<file path="src/rtl/scoreboard_frame_rx.sv">
// scoreboard_frame_rx
//   Receives 8N1 UART bytes on rx, groups them into frames delimited by idle
//   gaps, checks a mod-256 sum checksum and atomically publishes the payload.
// Ports:
//   clk, rst_n   : clock, asynchronous active-low reset
//   rx           : asynchronous serial input, idles high
//   data         : last accepted payload, data[i] = payload byte i
//   frame_valid  : one-cycle pulse on the edge data updates
//   frame_err    : one-cycle pulse per rejected frame
module scoreboard_frame_rx #(
    parameter int CLKS_PER_BIT  = 104,
    parameter int IDLE_BITS     = 20,
    parameter int NUM_DATA_BITS = 20
) (
    input  logic       clk,
    input  logic       rst_n,
    input  logic       rx,
    output logic [7:0] data [NUM_DATA_BITS],
    output logic       frame_valid,
    output logic       frame_err
);
    localparam int HALF    = CLKS_PER_BIT / 2;
    localparam int CW      = $clog2(CLKS_PER_BIT);
    localparam int GAP_LIM = IDLE_BITS * CLKS_PER_BIT;
    localparam int GW      = $clog2(GAP_LIM + 1);
    localparam int IW      = $clog2(NUM_DATA_BITS + 1);

    typedef enum logic [1:0] {S_IDLE, S_START, S_DATA, S_STOP} bit_state_t;

    // input synchronizer plus one extra stage for falling-edge detection
    logic rx_meta, rx_sync, rx_prev;
    always_ff @(posedge clk or negedge rst_n) begin
        if (!rst_n) begin
            rx_meta <= 1'b1;
            rx_sync <= 1'b1;
            rx_prev <= 1'b1;
        end else begin
            rx_meta <= rx;
            rx_sync <= rx_meta;
            rx_prev <= rx_sync;
        end
    end

    // ---------------- bit FSM ----------------
    bit_state_t      state, state_nxt;
    logic [CW-1:0]   cnt;
    logic [2:0]      bit_idx;
    logic [7:0]      shift_reg;
    logic            bit_tick, stop_tick;
    logic            byte_done, ferr;

    always_comb begin
        state_nxt = state;
        bit_tick  = 1'b0;
        stop_tick = 1'b0;
        case (state)
            S_IDLE:  if (rx_prev && !rx_sync) state_nxt = S_START;
            S_START: if (cnt == CW'(HALF - 1))
                         state_nxt = rx_sync ? S_IDLE : S_DATA;
            S_DATA:  if (cnt == CW'(CLKS_PER_BIT - 1)) begin
                         bit_tick = 1'b1;
                         if (bit_idx == 3'd7) state_nxt = S_STOP;
                     end
            S_STOP:  if (cnt == CW'(CLKS_PER_BIT - 1)) begin
                         stop_tick = 1'b1;
                         state_nxt = S_IDLE;
                     end
            default: state_nxt = S_IDLE;
        endcase
    end

    always_ff @(posedge clk or negedge rst_n) begin
        if (!rst_n) begin
            state     <= S_IDLE;
            cnt       <= '0;
            bit_idx   <= '0;
            shift_reg <= '0;
            byte_done <= 1'b0;
            ferr      <= 1'b0;
        end else begin
            state     <= state_nxt;
            byte_done <= stop_tick;
            // counter restarts on every state change so each phase times from zero
            if (state_nxt != state || state == S_IDLE)
                cnt <= '0;
            else
                cnt <= (cnt == CW'(CLKS_PER_BIT - 1)) ? '0 : cnt + 1'b1;
            if (state == S_START)
                bit_idx <= '0;
            if (bit_tick) begin
                shift_reg <= {rx_sync, shift_reg[7:1]};
                bit_idx   <= bit_idx + 1'b1;
            end
            if (stop_tick)
                ferr <= ~rx_sync;
        end
    end

    // ---------------- gap counter ----------------
    logic [GW-1:0] gap_cnt;
    logic          gap_run, gap;

    assign gap_run = (state == S_IDLE) && rx_sync;
    // fires only on the step into the limit, so once per idle period
    assign gap     = gap_run && (gap_cnt == GW'(GAP_LIM - 1));

    always_ff @(posedge clk or negedge rst_n) begin
        if (!rst_n)
            gap_cnt <= '0;
        else if (!gap_run)
            gap_cnt <= '0;
        else if (gap_cnt != GW'(GAP_LIM))
            gap_cnt <= gap_cnt + 1'b1;
    end

    // ---------------- frame FSM ----------------
    logic [IW-1:0] idx;
    logic [7:0]    sum;
    logic          discard;
    logic [7:0]    shadow [NUM_DATA_BITS];

    always_ff @(posedge clk or negedge rst_n) begin
        if (!rst_n) begin
            idx         <= '0;
            sum         <= '0;
            discard     <= 1'b0;
            frame_valid <= 1'b0;
            frame_err   <= 1'b0;
            for (int i = 0; i < NUM_DATA_BITS; i++) begin
                shadow[i] <= '0;
                data[i]   <= '0;
            end
        end else begin
            frame_valid <= 1'b0;
            frame_err   <= 1'b0;
            if (gap) begin
                // a partially filled frame that was not already rejected is short
                if (idx != '0 && !discard) frame_err <= 1'b1;
                idx     <= '0;
                sum     <= '0;
                discard <= 1'b0;
            end else if (byte_done && !discard) begin
                if (ferr) begin
                    discard   <= 1'b1;
                    frame_err <= 1'b1;
                end else if (idx < IW'(NUM_DATA_BITS)) begin
                    shadow[idx] <= shift_reg;
                    sum         <= sum + shift_reg;
                    idx         <= idx + 1'b1;
                end else begin
                    if (shift_reg == sum) begin
                        data        <= shadow;
                        frame_valid <= 1'b1;
                    end else begin
                        frame_err   <= 1'b1;
                    end
                    discard <= 1'b1;
                end
            end
        end
    end
endmodule

</file>
<file path="config.mk">
export PLATFORM = sky130hd
export DESIGN_NAME = scoreboard_frame_rx
export DESIGN_NICKNAME = d
export VERILOG_FILES = /design/src/rtl/scoreboard_frame_rx.sv
export SDC_FILE = /design/constraint.sdc
export NUM_CORES = 1
export LEC_CHECK = 0
export ABC_CLOCK_PERIOD_IN_PS = 2500
export CAP_MARGIN = 20
export CORE_MARGIN = 3
export CORE_UTILIZATION = 51
export CTS_CLUSTER_SIZE = 14
export DETAILED_ROUTE_END_ITERATION = 8
export HOLD_SLACK_MARGIN = 0.05
export PLACE_DENSITY = 0.76
export RECOVER_POWER = 100
export SYNTH_ARGS = -nofsm -noshare
export SYNTH_HDL_FRONTEND = slang
export SYNTH_SLANG_ARGS = --single-unit
</file>
<file path="constraint.sdc">
create_clock -name clk -period 2.5 [get_ports clk]
set_input_delay 0.375 -clock clk [delete_from_list [all_inputs] [get_ports clk]]
set_output_delay 0.375 -clock clk [all_outputs]
set_load 0.02 [all_outputs]
</file>
==> results of run 1 <==
==> timing repair <==
item | 4_1_cts | 5_1_grt
hold endpoints to repair | 55 | 0
endpoints found under the setup margin | 66 | 122
gates cloned | 0 | 4
hold buffers | 1 | 0
pin swaps | 1 | 3
buffers inserted | 0 | 1
resized for setup | 3 | 25
==> cell type report <==
type / count / area, um^2 / area share [%]
repair buffers: 230 / 2350 / 12.5
clock inverters: 12 / 101 / 0.540
clock buffers: 55 / 1100 / 5.84
well taps: 378 / 473 / 2.52
flip-flops and latches: 373 / 9340 / 49.7
inverters: 13 / 48.8 / 0.260
multi-input cells: 549 / 5360 / 28.6
==> layout by cell type, fill, tap and decap left out, drive strengths merged, types with 3 or more instances in the layout <==
cell type and n:
a211oi 6, a21o 3, a21oi 12, and2 5, and3 4, buf 54, clkbuf 67, clkinv 8
dfrtp 370, dfstp 3, dlygate4sd3 164, ha 16, inv 14, mux2 329, mux2i 3, nand2 35
nand2b 6, nand3 12, nand4 8, nor2 31, nor3 3, nor4 14, o21ai 10, o21bai 3
o22a 3, o22ai 3, or4 4, xnor2 9, xor2 9
==> metal layers <==
metal	global-route usage, %	vias to the layer above	wire (um)
li1	-	3927	-
met1	28.0	4486	14200
met2	35.3	170	16300
met3	3.09	49	1260
met4	4.98	0	527
met5	0	-	0
==> final timing paths <==
check                              from  cells past startpoint  slack (ps)    endpoint
min                             rx_meta                      0         360     rx_sync
min in group asynchronous         rst_n                      2         770   data[145]
max reg2reg                shift_reg[1]                      7          40    data[10]
min reg2reg                     rx_meta                      0         360     rx_sync
max                        shift_reg[1]                      7          40    data[10]
max in group asynchronous         rst_n                      3         330  shadow[85]
==> logic make-up after synthesis <==
logic type               Yosys count  share of synthesized area, %
multiplexers                     332                          25.1
AND/OR/NAND/NOR                  133                          5.29
flip-flops                       373                          62.9
buffers and inverters             64                          2.02
adder cells (fa/ha/maj)           17                          1.48
AO/OA/AOI/OAI                     49                          2.16
XOR/XNOR                          18                          1.06
==> power breakdown <==
part / switching, mW / internal [mW]
combinational: 0.181 / 0.0720
clock: 2.27 / 3.16
sequential: 0.0468 / 6.08
==> flow_summary.toml, run 1 <==
[status]
status = "complete, but fails checks"
violations = "max-capacitance violations, max-slew violations"

[clocking]
clk_latency_ps = 520
cts_tree = "built"
path_clk_slew_ps = 60
cts.sinks = 373
htree_levels = 2
cts-buffers-inserted = 38
clk_path_buf_depth = 3
ctsRootBufferMaster = "clkbuf_16"

[grt]
overflow = 0
grt_pass1_vias = 9167
grt_pass1_wl_um = 50900
grt_max_degree = 82
grt.total_usage_pct = 20.6
antenna_found_initial = 1

[timing]
hold_ws_ps = 359
max_freq_ghz = 0.406
maxSlewViolCount = 60
hold_viol_final = 0
rsz0062_at_grt = "true"
setup_ws_ps = 39.2
setup_viol = 0
relSlewSlack_pct = -1.54
tns_ps = 0
period_minus_slack_ps = 2460
skew_ps = 16.1
tightest_slew_ps = 1520
fin_crit_sh_pct = 98.4

[route]
wl_um = 32200
vias_per_cell = 5.36
wl_per_cell_um = 20.0
ant_nets = 0
drt_first_pass_iters = 4
drt_iter0_drc = 533
route.vias.total = 8632
drc = 0

[setup_path]
path_cells = "ha_4, nor4_4, nand3_2, nor4_4, buf_6, buf_12, mux2_1"
path_buf_inv = 2
start_kind = "flop"
cp_data_arrival_time_ps = 2840
crit_fanout = 20
crit_required_ps = 2880
cp_slowest_cell = "dfrtp_1"
cp-end-kind = "flop"
slowest_delay_ps = 410
crit_type = "reg -> reg"
crit_family = "simple AND/OR/NAND/NOR gates"
cpMostUsedCell = "nor4_4"

[run]
cap_violations = 1

[placed_design]
place_worst_setup_slack_ps = -85.7
portBuffers = 164
gp_congestion = 0.880
hpwl_um = 20200
placed_cell_area_um2 = 17400
dpl.cell_count = 1537

[yosys]
ys_ff_latch = 373
synthCells = 986
yosysMostFrequentCell = "dfrtp_1"
async_flop_share_pct = 100
synth-edff-count = 0
synth_flop_cell = "dfrtp_1"
syn_area_per_cell_um2 = 15.1
synth.top_cell.area_share_pct = 62.3
yosysWarnings = 0
syn-num-nets = 1006
ys_types = 47
synth_area_leaders = "dfrtp_1 (62%), mux2_2 (18%), mux2_1 (6.8%)"
syn_area_um2 = 14900
ys_top_cells_by_count = "dfrtp_1 (370), mux2_2 (239), mux2_1 (90), nand2_1 (35), nor2_1 (31)"
yosysTopAreaCell = "dfrtp_1"
ys_seq_area_share_pct = 62.9

[floorplan]
die_h_um = 177
io_pins = 165
dieArea_um2 = 31200
initial_core_util_pct = 52.6
fp-row-count = 61
die_x_um = 177
core-area_um2 = 28200

[cells_and_area]
finish.utilization_pct = 66.5
fin_nets = 1225
area_delta_synth_final_pct = 26.4
diodes = 0
finalInstanceArea_um2 = 18800
drive_gt1_share_pct = 31.8
nFillCells = 1982
finalNonFillerCells = 1610
top_regs = "data x160, shadow x160, gap_cnt x12"

[power]
design_power_total_mw = 11.8
max-vdd-ir-drop_uv = 377
power.leakage_nw = 9.71
powerDensity_nw_per_um2 = 630

[min_path]
hp-class = "reg -> reg"
No activity file was read; power rests on OpenSTA's default activity.
==> run 2: changes to the inputs <==
--- a/config.mk
+++ b/config.mk
@@ -8,11 +8,11 @@
 export ABC_CLOCK_PERIOD_IN_PS = 2500
 export CAP_MARGIN = 20
 export CORE_MARGIN = 3
-export CORE_UTILIZATION = 51
+export CORE_UTILIZATION = 40
 export CTS_CLUSTER_SIZE = 14
 export DETAILED_ROUTE_END_ITERATION = 8
+export GPL_ROUTABILITY_DRIVEN = 0
 export HOLD_SLACK_MARGIN = 0.05
-export PLACE_DENSITY = 0.76
 export RECOVER_POWER = 100
 export SYNTH_ARGS = -nofsm -noshare
 export SYNTH_HDL_FRONTEND = slang
==> flow_summary.toml, run 2 (synthesis gave the netlist of run 1 again) <==
[grt]
grt_max_degree = 92
antenna_found_initial = 0
grtUsageMet1_pct = 23.2
top_usage_layer = "met2"
grt_pass1_vias = 9037
use_met3_pct = 2.52
gr-usage-met2_pct = 28.1
grt.total_usage_pct = 16.8
overflow = 0
grt_pass1_wl_um = 52300

[cells_and_area]
finish.utilization_pct = 53.6
register_area_um2 = 9340
finalInstanceArea_um2 = 19300
multi_input_comb_area_um2 = 5380
diodes = 0
final_cell_mix = "dfrtp_1 (370), mux2_2 (235), dlygate4sd3_1 (164)"
fin_nets = 1253
area_delta_synth_final_pct = 30.1
final_common_cell = "dfrtp_1"
drive_gt1_share_pct = 33.1
nFillCells = 3016
top_regs = "data x160, shadow x160, gap_cnt x12"

[timing]
tightest_slew_ps = 1200
relSlewSlack_pct = 20.2
maxSlewViolCount = 0
hold_ws_ps = 358
skew_ps = 18.1
setup_viol = 0
rsz0062_at_grt = "true"
fin_crit_sh_pct = 98.4
period_minus_slack_ps = 2460
hold_viol_final = 0
max_freq_ghz = 0.406
setup_ws_ps = 39.6
tns_ps = 0

[power]
powerDensity_nw_per_um2 = 634
max-vdd-ir-drop_uv = 455
power.leakage_nw = 9.97

[floorplan]
dieArea_um2 = 39500
die_x_um = 199
initial_core_util_pct = 41.2
core-area_um2 = 36100
fp-row-count = 69
die_h_um = 199
io_pins = 165

[placed_design]
hpwl_um = 21200
portBuffers = 164
place_worst_setup_slack_ps = -112
placed_cell_area_um2 = 17600

[clocking]
cts.sinks = 373
cts_tree = "built"
clk_latency_ps = 520
path_clk_slew_ps = 60
clk_path_buf_depth = 3
ctsRootBufferMaster = "clkbuf_16"
cts-buffers-inserted = 41
htree_levels = 2

[route]
vias_per_cell = 5.05
wl_um = 33700
wl_per_cell_um = 19.6
drt_first_pass_iters = 4
route.vias.total = 8709
drc = 0
ant_nets = 0
drt_iter0_drc = 390

[status]
status = "finished clean"

[min_path]
hp-class = "reg -> reg"

[setup_path]
cp-end-kind = "flop"
crit_required_ps = 2890
crit_type = "reg -> reg"
start_kind = "flop"
crit_fanout = 11
cp_data_arrival_time_ps = 2850

[run]
cap_violations = 0
## run 2: final timing paths
kind                          from     endpoint  slack [ps]  depth (start not counted)
max reg2reg                 sum[2]     data[44]          40                          9
min in group asynchronous    rst_n  shadow[154]         640                          2
min                        rx_meta      rx_sync         360                          0
max                         sum[2]     data[44]          40                          9
max in group asynchronous    rst_n   shadow[36]         380                          4
min reg2reg                rx_meta      rx_sync         360                          0
## run 2: layout make-up
type / instances / area share (%)
clock inverters: 10 / 0.557
clock buffers: 64 / 6.27
flip-flops and latches: 373 / 48.3
well taps: 461 / 2.98
multi-input cells: 549 / 27.8
repair buffers: 255 / 13.8
inverters: 13 / 0.252
## run 2: power by group
group	leakage (nW)	switching, mW	internal (mW)
registers	5.19	0.0490	6.09
logic	4.12	0.181	0.0742
clock network	0.653	2.33	3.54
total	9.97	2.56	9.70
## run 2: per-stage QoR
step	power [mW]	std cells
6_report	12.3	1725
5_1_grt	12.7	1725
4_1_cts	12.5	1714
3_5_place_dp	6.53	1636
3_3_place_gp	6.52	1636
2_1_floorplan	6.34	986
## run 2: what timing repair did
action	CTS	global route
cloned	0	9
endpoints found under the hold margin	38	0
hold buffers	1	0
pin swaps	1	3
setup buffers	3	2
gates resized for setup	9	31
setup endpoints to repair	194	218
## run 2: routing by layer
metal,vias to the layer above,part of all wire [%]
met1,4509,45
met3,46,3.1
met5,-,0
met2,145,50
li1,4009,-
met4,0,1.9
## run 2: worst max-delay path: stages (launching register included)
cell       delay, ps
dfrtp_1          410
ha_4             260
nor4_4           260
buf_4            160
nand3_4           90
nor4_4           290
buf_6            190
clkbuf_16        190
clkbuf_16        170
mux2_1           310
